### config.mk
export PLATFORM = sky130hd
export DESIGN_NAME = mem_port_arb_flat
export DESIGN_NICKNAME = d
export VERILOG_FILES = /design/src/rtl/mem_port_arb_pkg.sv /design/src/rtl/mem_port_arb_if.sv /design/src/rtl/mem_port_arb_pick.sv /design/src/rtl/mem_port_arb.sv /design/src/flat_wrapper.sv
export SDC_FILE = /design/constraint.sdc
export NUM_CORES = 1
export LEC_CHECK = 0
export ABC_AREA = 1
export BUFFER_PORTS_ARGS = -buffer_cell sky130_fd_sc_hd__buf_2
export CORE_ASPECT_RATIO = 0.9
export CORE_MARGIN = 2
export CORE_UTILIZATION = 45
export DETAILED_ROUTE_END_ITERATION = 16
export GPL_TIMING_DRIVEN = 0
export HOLD_SLACK_MARGIN = 0.03
export MAX_ROUTING_LAYER = met4
export PLACE_DENSITY = 0.87
export SLEW_MARGIN = 40
export SYNTH_ARGS = -nofsm -noshare
export SYNTH_HDL_FRONTEND = slang
export SYNTH_SLANG_ARGS = --single-unit
export TNS_END_PERCENT = 10
### constraint.sdc
create_clock -name clk_i -period 1.85 [get_ports clk_i]
set_input_delay 0.4625 -clock clk_i [delete_from_list [all_inputs] [get_ports clk_i]]
set_output_delay 0.4625 -clock clk_i [all_outputs]
set_load 0.02 [all_outputs]
### src/rtl/mem_port_arb_pkg.sv
// Shared encodings and widths for the memory port arbiter.
package mem_port_arb_pkg;
    localparam int XLEN     = 32;
    localparam int STARVE_W = 4;

    typedef enum logic [1:0] {
        ARB_IDLE = 2'd0,
        ARB_REQ  = 2'd1,
        ARB_RSP  = 2'd2
    } arb_state_e;

    typedef enum logic {
        OWN_IF = 1'b0,
        OWN_LS = 1'b1
    } owner_e;
endpackage

### src/rtl/mem_port_arb_if.sv
// Memory bus side of the arbiter: request handshake plus the single response channel.
interface mem_port_arb_if import mem_port_arb_pkg::*; #(
    parameter int ADDR_W = XLEN,
    parameter int DATA_W = XLEN
);
    logic                  bus_valid_o;
    logic                  bus_ready_i;
    logic                  bus_we_o;
    logic [ADDR_W-1:0]     bus_addr_o;
    logic [DATA_W-1:0]     bus_wdata_o;
    logic [DATA_W/8-1:0]   bus_wstrb_o;
    logic                  bus_rsp_valid_i;
    logic [DATA_W-1:0]     bus_rdata_i;
    logic                  bus_err_i;

    modport master (
        output bus_valid_o, bus_we_o, bus_addr_o, bus_wdata_o, bus_wstrb_o,
        input  bus_ready_i, bus_rsp_valid_i, bus_rdata_i, bus_err_i
    );
    modport slave (
        input  bus_valid_o, bus_we_o, bus_addr_o, bus_wdata_o, bus_wstrb_o,
        output bus_ready_i, bus_rsp_valid_i, bus_rdata_i, bus_err_i
    );
endinterface

### src/rtl/mem_port_arb_pick.sv
// Combinational LS-priority pick with IF starvation override; also yields the next starve count.
module mem_arb_pick import mem_port_arb_pkg::*; #(
    parameter int STARVE_MAX = 4
) (
    input  logic                if_req_i,
    input  logic                ls_req_i,
    input  logic [STARVE_W-1:0] starve_cnt_i,
    output logic                any_req_o,
    output owner_e              winner_o,
    output logic [STARVE_W-1:0] starve_cnt_o
);
    logic starved;

    always_comb begin
        starved      = if_req_i && (starve_cnt_i == STARVE_W'(STARVE_MAX));
        any_req_o    = if_req_i | ls_req_i;
        winner_o     = (ls_req_i && !starved) ? OWN_LS : OWN_IF;
        starve_cnt_o = '0;
        // Only an LS win over a waiting IF ages the counter; anything else resets it.
        if (if_req_i && winner_o == OWN_LS)
            starve_cnt_o = (starve_cnt_i == '1) ? starve_cnt_i : starve_cnt_i + 1'b1;
    end
endmodule

### src/rtl/mem_port_arb.sv
// Single-outstanding arbiter sharing one memory port between instruction fetch and load/store.
module mem_port_arb import mem_port_arb_pkg::*; #(
    parameter int ADDR_W     = XLEN,
    parameter int DATA_W     = XLEN,
    parameter int STARVE_MAX = 4
) (
    input  logic                clk_i,
    input  logic                rst_n_i,
    input  logic                if_req_i,
    input  logic [ADDR_W-1:0]   if_addr_i,
    output logic                if_gnt_o,
    output logic                if_rsp_valid_o,
    output logic [DATA_W-1:0]   if_rdata_o,
    input  logic                ls_req_i,
    input  logic                ls_we_i,
    input  logic [ADDR_W-1:0]   ls_addr_i,
    input  logic [DATA_W-1:0]   ls_wdata_i,
    input  logic [DATA_W/8-1:0] ls_wstrb_i,
    output logic                ls_gnt_o,
    output logic                ls_rsp_valid_o,
    output logic [DATA_W-1:0]   ls_rdata_o,
    output logic                rsp_err_o,
    mem_port_arb_if.master      bus
);
    localparam int STRB_W = DATA_W / 8;

    arb_state_e          state_q, state_d;
    owner_e              owner_q, owner_d;
    logic [STARVE_W-1:0] starve_q, starve_d;
    logic                valid_q, valid_d;
    logic                we_q, we_d;
    logic [ADDR_W-1:0]   addr_q, addr_d;
    logic [DATA_W-1:0]   wdata_q, wdata_d;
    logic [STRB_W-1:0]   wstrb_q, wstrb_d;
    logic [DATA_W-1:0]   if_rdata_q, if_rdata_d;
    logic [DATA_W-1:0]   ls_rdata_q, ls_rdata_d;

    logic                any_req, gnt_any, rsp_fire;
    owner_e              pick_win;
    logic [STARVE_W-1:0] pick_starve;

    mem_arb_pick #(.STARVE_MAX(STARVE_MAX)) u_pick (
        .if_req_i     (if_req_i),
        .ls_req_i     (ls_req_i),
        .starve_cnt_i (starve_q),
        .any_req_o    (any_req),
        .winner_o     (pick_win),
        .starve_cnt_o (pick_starve)
    );

    assign rsp_fire = (state_q == ARB_RSP) && bus.bus_rsp_valid_i;

    always_comb begin
        state_d    = state_q;
        owner_d    = owner_q;
        starve_d   = starve_q;
        valid_d    = valid_q;
        we_d       = we_q;
        addr_d     = addr_q;
        wdata_d    = wdata_q;
        wstrb_d    = wstrb_q;
        if_rdata_d = if_rdata_q;
        ls_rdata_d = ls_rdata_q;
        gnt_any    = 1'b0;
        case (state_q)
            ARB_IDLE: begin
                starve_d = pick_starve;
                if (any_req) begin
                    gnt_any = 1'b1;
                    owner_d = pick_win;
                    valid_d = 1'b1;
                    state_d = ARB_REQ;
                    if (pick_win == OWN_LS) begin
                        we_d    = ls_we_i;
                        addr_d  = ls_addr_i;
                        wdata_d = ls_wdata_i;
                        wstrb_d = ls_wstrb_i;
                    end else begin
                        we_d    = 1'b0;
                        addr_d  = if_addr_i;
                        wdata_d = '0;
                        wstrb_d = '1;
                    end
                end
            end
            ARB_REQ: if (bus.bus_ready_i) begin
                valid_d = 1'b0;
                state_d = ARB_RSP;
            end
            ARB_RSP: if (bus.bus_rsp_valid_i) begin
                state_d = ARB_IDLE;
                if (owner_q == OWN_IF) if_rdata_d = bus.bus_rdata_i;
                else                   ls_rdata_d = bus.bus_rdata_i;
            end
            default: state_d = ARB_IDLE;
        endcase
    end

    always_ff @(posedge clk_i or negedge rst_n_i) begin
        if (!rst_n_i) begin
            state_q    <= ARB_IDLE;
            owner_q    <= OWN_IF;
            starve_q   <= '0;
            valid_q    <= 1'b0;
            we_q       <= 1'b0;
            addr_q     <= '0;
            wdata_q    <= '0;
            wstrb_q    <= '0;
            if_rdata_q <= '0;
            ls_rdata_q <= '0;
        end else begin
            state_q    <= state_d;
            owner_q    <= owner_d;
            starve_q   <= starve_d;
            valid_q    <= valid_d;
            we_q       <= we_d;
            addr_q     <= addr_d;
            wdata_q    <= wdata_d;
            wstrb_q    <= wstrb_d;
            if_rdata_q <= if_rdata_d;
            ls_rdata_q <= ls_rdata_d;
        end
    end

    // Grants are masked by reset so a requester waiting through reset never sees a stray pulse.
    assign if_gnt_o       = rst_n_i & gnt_any & (pick_win == OWN_IF);
    assign ls_gnt_o       = rst_n_i & gnt_any & (pick_win == OWN_LS);
    assign if_rsp_valid_o = rsp_fire & (owner_q == OWN_IF);
    assign ls_rsp_valid_o = rsp_fire & (owner_q == OWN_LS);
    assign if_rdata_o     = if_rsp_valid_o ? bus.bus_rdata_i : if_rdata_q;
    assign ls_rdata_o     = ls_rsp_valid_o ? bus.bus_rdata_i : ls_rdata_q;
    assign rsp_err_o      = rsp_fire & bus.bus_err_i;

    assign bus.bus_valid_o = valid_q;
    assign bus.bus_we_o    = we_q;
    assign bus.bus_addr_o  = addr_q;
    assign bus.bus_wdata_o = wdata_q;
    assign bus.bus_wstrb_o = wstrb_q;
endmodule

### src/flat_wrapper.sv
// flat-port wrapper written by rule: the top's interface ports become plain ports
module mem_port_arb_flat import mem_port_arb_pkg::*;
#(
    parameter int ADDR_W     = XLEN,
    parameter int DATA_W     = XLEN,
    parameter int STARVE_MAX = 4
)
  (clk_i, rst_n_i, if_req_i, if_addr_i, if_gnt_o, if_rsp_valid_o, if_rdata_o, ls_req_i, ls_we_i, ls_addr_i, ls_wdata_i, ls_wstrb_i, ls_gnt_o, ls_rsp_valid_o, ls_rdata_o, rsp_err_o, bus_bus_valid_o, bus_bus_we_o, bus_bus_addr_o, bus_bus_wdata_o, bus_bus_wstrb_o, bus_bus_ready_i, bus_bus_rsp_valid_i, bus_bus_rdata_i, bus_bus_err_i);
  mem_port_arb_if #(.ADDR_W(ADDR_W), .DATA_W(DATA_W)) bus_i ();
  input  logic clk_i;
  input  logic rst_n_i;
  input  logic if_req_i;
  input  logic [ADDR_W-1:0] if_addr_i;
  output logic if_gnt_o;
  output logic if_rsp_valid_o;
  output logic [DATA_W-1:0] if_rdata_o;
  input  logic ls_req_i;
  input  logic ls_we_i;
  input  logic [ADDR_W-1:0] ls_addr_i;
  input  logic [DATA_W-1:0] ls_wdata_i;
  input  logic [DATA_W/8-1:0] ls_wstrb_i;
  output logic ls_gnt_o;
  output logic ls_rsp_valid_o;
  output logic [DATA_W-1:0] ls_rdata_o;
  output logic rsp_err_o;
  output wire logic [$bits(bus_i.bus_valid_o)-1:0] bus_bus_valid_o;
  output wire logic [$bits(bus_i.bus_we_o)-1:0] bus_bus_we_o;
  output wire logic [$bits(bus_i.bus_addr_o)-1:0] bus_bus_addr_o;
  output wire logic [$bits(bus_i.bus_wdata_o)-1:0] bus_bus_wdata_o;
  output wire logic [$bits(bus_i.bus_wstrb_o)-1:0] bus_bus_wstrb_o;
  input wire logic [$bits(bus_i.bus_ready_i)-1:0] bus_bus_ready_i;
  input wire logic [$bits(bus_i.bus_rsp_valid_i)-1:0] bus_bus_rsp_valid_i;
  input wire logic [$bits(bus_i.bus_rdata_i)-1:0] bus_bus_rdata_i;
  input wire logic [$bits(bus_i.bus_err_i)-1:0] bus_bus_err_i;
  assign bus_bus_valid_o = bus_i.bus_valid_o;
  assign bus_bus_we_o = bus_i.bus_we_o;
  assign bus_bus_addr_o = bus_i.bus_addr_o;
  assign bus_bus_wdata_o = bus_i.bus_wdata_o;
  assign bus_bus_wstrb_o = bus_i.bus_wstrb_o;
  assign bus_i.bus_ready_i = bus_bus_ready_i;
  assign bus_i.bus_rsp_valid_i = bus_bus_rsp_valid_i;
  assign bus_i.bus_rdata_i = bus_bus_rdata_i;
  assign bus_i.bus_err_i = bus_bus_err_i;
  mem_port_arb #(.ADDR_W(ADDR_W), .DATA_W(DATA_W), .STARVE_MAX(STARVE_MAX)) u_core (.clk_i(clk_i), .rst_n_i(rst_n_i), .if_req_i(if_req_i), .if_addr_i(if_addr_i), .if_gnt_o(if_gnt_o), .if_rsp_valid_o(if_rsp_valid_o), .if_rdata_o(if_rdata_o), .ls_req_i(ls_req_i), .ls_we_i(ls_we_i), .ls_addr_i(ls_addr_i), .ls_wdata_i(ls_wdata_i), .ls_wstrb_i(ls_wstrb_i), .ls_gnt_o(ls_gnt_o), .ls_rsp_valid_o(ls_rsp_valid_o), .ls_rdata_o(ls_rdata_o), .rsp_err_o(rsp_err_o), .bus(bus_i));
endmodule
## After elaboration in Yosys (flattened, before gate mapping)

Cells that the tools add are included.

| storage, ports and cells | value |
|---|---|
| word-level logic and storage cells | 59 |
| register bits | 141 |
| input port bits | 140 |

| operators by class | value |
|---|---|
| multiplexer cells | 18 |
| reductions and logical operators | 13 |
| bitwise operators | 9 |
| add/subtract/negate cells | 1 |
| equal/unequal tests | 8 |

Operators by type and width:

| cell | number |
|---|---|
| 2-to-1 mux 32 bit | 4 |
| 2-to-1 mux 4 bit | 3 |
| AND reduction 3 bit | 4 |
| bitwise AND 1 bit | 6 |
| 2-to-1 mux 1 bit | 6 |
| 2-to-1 mux 2 bit | 3 |
| != test 2 bit, second input constant | 3 |
| one-hot mux 2 bit (3 select lines) | 1 |
| adder 4 x 1 -> 4 bit, second input constant | 1 |
| == test 4 x 3 -> 1 bit, second input constant | 1 |
| == test 4 bit, second input constant | 1 |
| logical AND 1 bit | 4 |
| AND reduction 2 bit | 2 |
| == test 2 x 1 -> 1 bit, second input constant | 1 |
| == test 2 bit, second input constant | 1 |
| zero test 2 bit | 1 |
| != test 2 x 1 -> 1 bit, second input constant | 1 |
| inverter 1 bit | 2 |
| one-hot mux 1 bit (2 select lines) | 1 |
| nonzero test 2 bit | 1 |
| zero test 1 bit | 1 |
| bitwise OR 1 bit | 1 |

## Longest topological paths before layout

| logic depth | value |
|---|---|
| depth in word-level cells | 8 |
| gate-level depth with buffers | 9 |
| depth with buffers taken out | 7 |

## By module

From an unflattened synthesis, not the netlist that was laid out.

| second synthesis, totals | value |
|---|---|
| cell total of the unflattened synthesis | 785 |
| area total of the unflattened synthesis | 6248.5 um^2 |

By module, submodules not included:

| module | times used | cells an instance | seq. area each (um^2) | area each (um^2) |
|---|---|---|---|---|
| mem_port_arb | 1 | 754 | 3528.4 | 6055.8 |
| mem_arb_pick | 1 | 31 | 0.0 | 192.7 |

## Worst setup path before layout

OpenSTA, ideal clock, no wires.

| timing | value |
|---|---|
| kind | reg2out |
| start point | register u_core.starve_q[0] |
| end point | output port if_gnt_o |
| data required time | 1.387 ns |
| path slack | -0.095 ns |
| stages on the path, launching flop included | 9 |
| data arrival time | 1.482 ns |
| cell sequence | dfrtp_1 > inv_1 > ha_1 > nand4_4 > nand2_2 > buf_6 > buf_6 > inv_2 > nor3_2 |

| on the way | value |
|---|---|
| cells in the longest elaborated chain, start to end | 7 |

RTL lines:

| what | line | source |
|---|---|---|
| from (decl) | mem_port_arb.sv:29 | `logic [STARVE_W-1:0] starve_q, starve_d;` |
| from (signal assigned) | mem_port_arb.sv:114 | `starve_q <= starve_d;` |
| == test 4 x 3 -> 1 bit | mem_port_arb_pick.sv:15 | `starved = if_req_i && (starve_cnt_i == STARVE_W'(STARVE_MAX));` |
| logical AND 1 bit | mem_port_arb_pick.sv:15 |  |
| zero test 1 bit | mem_port_arb_pick.sv:17 | `winner_o = (ls_req_i && !starved) ? OWN_LS : OWN_IF;` |
| logical AND 1 bit | mem_port_arb_pick.sv:17 |  |
| 2-to-1 mux 1 bit | mem_port_arb_pick.sv:17 |  |
| inverter 1 bit | mem_port_arb.sv:126 | `assign if_gnt_o = rst_n_i & gnt_any & (pick_win == OWN_IF);` |
| bitwise AND 1 bit | mem_port_arb.sv:126 |  |
| to (decl) | flat_wrapper.sv:14 | `output logic if_gnt_o;` |

No other way between the ends.

## Worst setup path in the final report

| timing | value |
|---|---|
| start point | register u_core.state_q[0] |
| end point | output port ls_rdata_o[18] |

| on the way | value |
|---|---|
| cells in the longest elaborated chain, start to end | 4 |

RTL lines:

| what | line | source |
|---|---|---|
| from (decl) | mem_port_arb.sv:27 | `arb_state_e state_q, state_d;` |
| from (signal assigned) | mem_port_arb.sv:112 | `state_q <= state_d;` |
| == test 2 bit | mem_port_arb.sv:51 | `assign rsp_fire = (state_q == ARB_RSP) && bus.bus_rsp_valid_i;` |
| logical AND 1 bit | mem_port_arb.sv:51 |  |
| bitwise AND 1 bit | mem_port_arb.sv:129 | `assign ls_rsp_valid_o = rsp_fire & (owner_q == OWN_LS);` |
| 2-to-1 mux 32 bit | mem_port_arb.sv:131 | `assign ls_rdata_o = ls_rsp_valid_o ? bus.bus_rdata_i : ls_rdata_q;` |
| to (decl) | flat_wrapper.sv:24 | `output logic [DATA_W-1:0] ls_rdata_o;` |

No other way between the ends.

==> impl_metrics.csv <==
group,metric,value,unit
power,ir_drop,0.00101,V
timing,max_freq,444,MHz
placed_design,placed_area,8070,µm²
clocking,cts_buffer_depth,2,
synthesis,yosysTopAreaCellShare,55.4,%
floorplanning,io_pins,279,
detailed_routing,drt.antenna.violating_nets,0,
synthesis,yosys.area.top_type,"dfrtp_1",
clocking,numCtsBuffers,17,
placed_design,placed_cells,1212,
timing,fin_crit_sh,122,%
clocking,cts.clk_slew.worst_paths,0.06,ns
floorplanning,core-area,13900,µm²
floorplanning,die_h,117,µm
layout,drive_gt1_share,44.4,%
detailed_routing,drt-initial-drc-count,438,
global_route,track_usage,27.6,%
detailed_routing,post-route-drc-count,0,
timing,timing.hold.ws,0.0648,ns
synthesis,synthTopCellsByCount,"278 x nand2_1, 141 x dfrtp_1, 77 x inv_1",
detailed_routing,dr.pass1.iters,5,
power,p_per_area,1790,nW/µm²
clocking,cts.sinks,141,
worst_hold_path,min_path_type,"input pin to asynchronous set/reset pin",
timing,setup_ws,-0.401,ns
timing,finalHoldViolCount,0,
worst_setup_path,critical_path.cell_chain,"nor2_4 > nand3_2 > buf_6 > buf_6 > nand2_1 > o21ai_4 > buf_6",
synthesis,ys.flop_type,"dfrtp_1",
job,max_cap_violations,0,
worst_setup_path,worst-path-buf-inv,3,
synthesis,synth_edf_count,0,
worst_setup_path,crit_fanout,10,
placed_design,dp_slack,-0.270,ns
placed_design,io_buffers,277,
worst_setup_path,cp-start-kind,"flip-flop",
detailed_routing,vias_per_cell,5.01,
power,total_power,17.6,mW
global_route,grt_overflow,0,
floorplanning,die_w,129,µm
timing,fin_setup_tns,-24.23,ns
detailed_routing,wirelength,20800,µm
synthesis,async_flop_share,100,%
layout,fin_area,9850,µm²
global_route,grt_pass1_vias,6404,
timing,setup_violations,69,
synthesis,synth_cell_types,28,
floorplanning,placementRows,41,
worst_setup_path,worst_ep_required_time,1.39,ns
synthesis,yosysSeqAreaShare,55.4,%
layout,n_fill_cell,1016,
synthesis,synth.net_count,882,
status,status,"finished, violations left",
timing,fin_crit,2.25,ns
detailed_routing,vias,6350,
layout,final_core_util,70.8,%
clocking,clock_latency,0.43,ns
synthesis,yosysWarningCount,0,
worst_setup_path,worst_ep_arrival_time,1.79,ns
clocking,cts_max_level,4,
worst_setup_path,crit_path_frequent_cell,"buf_6",
floorplanning,start_util,45.8,%
layout,final-instance-count-excl-fill,1268,
timing,finalMaxSlewViolations,0,
synthesis,netlist_instances,740,
floorplanning,die_area,15100,µm²
timing,worstMarginPinSlew,0.521,ns
layout,nets,1203,
worst_setup_path,critPathTopFamily,"buffers and inverters",
worst_setup_path,crit_type,"flip-flop to primary output",
global_route,grt_first_pass_wirelength,31200,µm
power,leakagePower,5.42,nW
global_route,grt_start_max_net_pins,51,
worst_setup_path,slowest_delay,0.43,ns
clocking,cts_tree,"done",
status,violations,"negative setup slack",
layout,syn_to_final_growth,54.7,%
synthesis,ys_top_cells_by_area,"dfrtp_1 55%, nand2_1 16%, o21ai_0 6.0%",
timing,rsz0062_at_grt,"true",
worst_setup_path,cpMaxStageDelayCell,"dfrtp_2",
timing,fin_skew,0.0136,ns
synthesis,synth.avg_cell_area,8.60,µm²
worst_setup_path,crit_path_end_kind,"primary output",
placed_design,finalWeightedCongestion,0.918,
synthesis,ys_ff_latch,141,
synthesis,yosysMostFrequentCell,"nand2_1",
synthesis,syn-cell-area,6370,µm²
global_route,antenna_found_initial,1,
clocking,root_buffer,"clkbuf_16",
placed_design,dpl.hpwl,13700,µm
timing,slew_headroom,65.3,%
detailed_routing,avgRoutedWirePerCell,16.4,µm
power breakdown:
group          switching [mW]  internal [mW]  total (mW)  leakage (nW)
logic                    5.33           3.61        8.94          3.36
clock network            1.48           1.90        3.38         0.285
registers               0.795           4.52        5.31          1.78
registers in the layout, indices dropped and copies added, names as in the netlist:
signal	cells
u_core.bus.bus_wstrb_o	4
u_core.state_q	2
u_core.if_rdata_q	32
u_core.bus.bus_valid_o	1
u_core.owner_q	1
u_core.starve_q	4
u_core.ls_rdata_q	32
u_core.bus.bus_addr_o	32
u_core.bus.bus_wdata_o	32
u_core.bus.bus_we_o	1
worst paths after layout:
kind / startpoint / to / slack (ns) / cells past startpoint
min in group clk_i: ls_wdata_i[30] / u_core.bus.bus_wdata_o[30] / 0.23 / 3
setup reg to reg: u_core.starve_q[0] / u_core.bus.bus_addr_o[27] / 0.09 / 8
max in group asynchronous: rst_n_i / u_core.ls_rdata_q[14] / 0.83 / 3
hold reg to reg: u_core.bus.bus_wdata_o[30] / u_core.bus.bus_wdata_o[30] / 0.48 / 2
setup / recovery: u_core.state_q[0] / ls_rdata_o[18] / -0.40 / 7
hold / removal: rst_n_i / u_core.ls_rdata_q[11] / 0.06 / 3
repair_timing:
action	in CTS	in global routing
setup endpoints to repair	69	70
buffers inserted	14	2
hold buffers	3	2
pin swaps	4	3
cloned	3	0
endpoints found under the hold margin	36	10
resized for setup	258	51
cell type report:
type,count,area [µm²],share of cell area [%]
Sequential cell,141,3530,35.8
Clock inverter,15,151,1.54
Multi-Input combinational cell,477,2750,27.9
Clock buffer,17,425,4.32
Buffer,42,372,3.77
Tap cell,193,241,2.45
Timing Repair Buffer,303,2080,21.1
Inverter,79,299,3.04
Antenna cell,1,2.50,0.0254
worst register-to-register path: stages (launching register included):
cell	delay, ns
dfrtp_1	0.37
inv_2	0.06
ha_4	0.17
nand4_4	0.08
buf_4	0.15
buf_1	0.42
nand3b_1	0.20
nand3_1	0.14
nand2_1	0.06
layout by cell type, fill, tap and decap left out, types with 6 or more instances in the layout:
master and n:
buf_12 6, buf_2 233, buf_4 20, buf_6 60, clkbuf_1 6, clkbuf_16 17, dfrtp_1 140, inv_1 74
inv_6 6, nand2_1 244, nand2_2 17, nand2_4 23, nand3_1 37, nand3b_1 32, o21ai_0 30, o21ai_1 18
o21ai_2 41, o21ai_4 15
cell families (layout without fill, tap and decap cells):
family          after synthesis  count (layout)  share of synthesized area (%)
compound gates              104             104                           8.53
xor+xnor                      1               1                          0.138
fa+ha+maj                     2               2                          0.393
buf+inv                     122             456                           9.33
flops                       141             141                           55.4
other cells                   0               1                              0
simple gates                370             370                           26.2
per-layer routing:
layer  vias up  GRT usage, %  part of all wire (%)
met5         -             -                     0
met4         0          12.2                   3.9
met3        64          5.50                   5.0
met2       253          45.1                    50
met1      3050          33.5                    41
li1       2983             -                     -
Note: power is estimated with default switching activity, not from simulation.
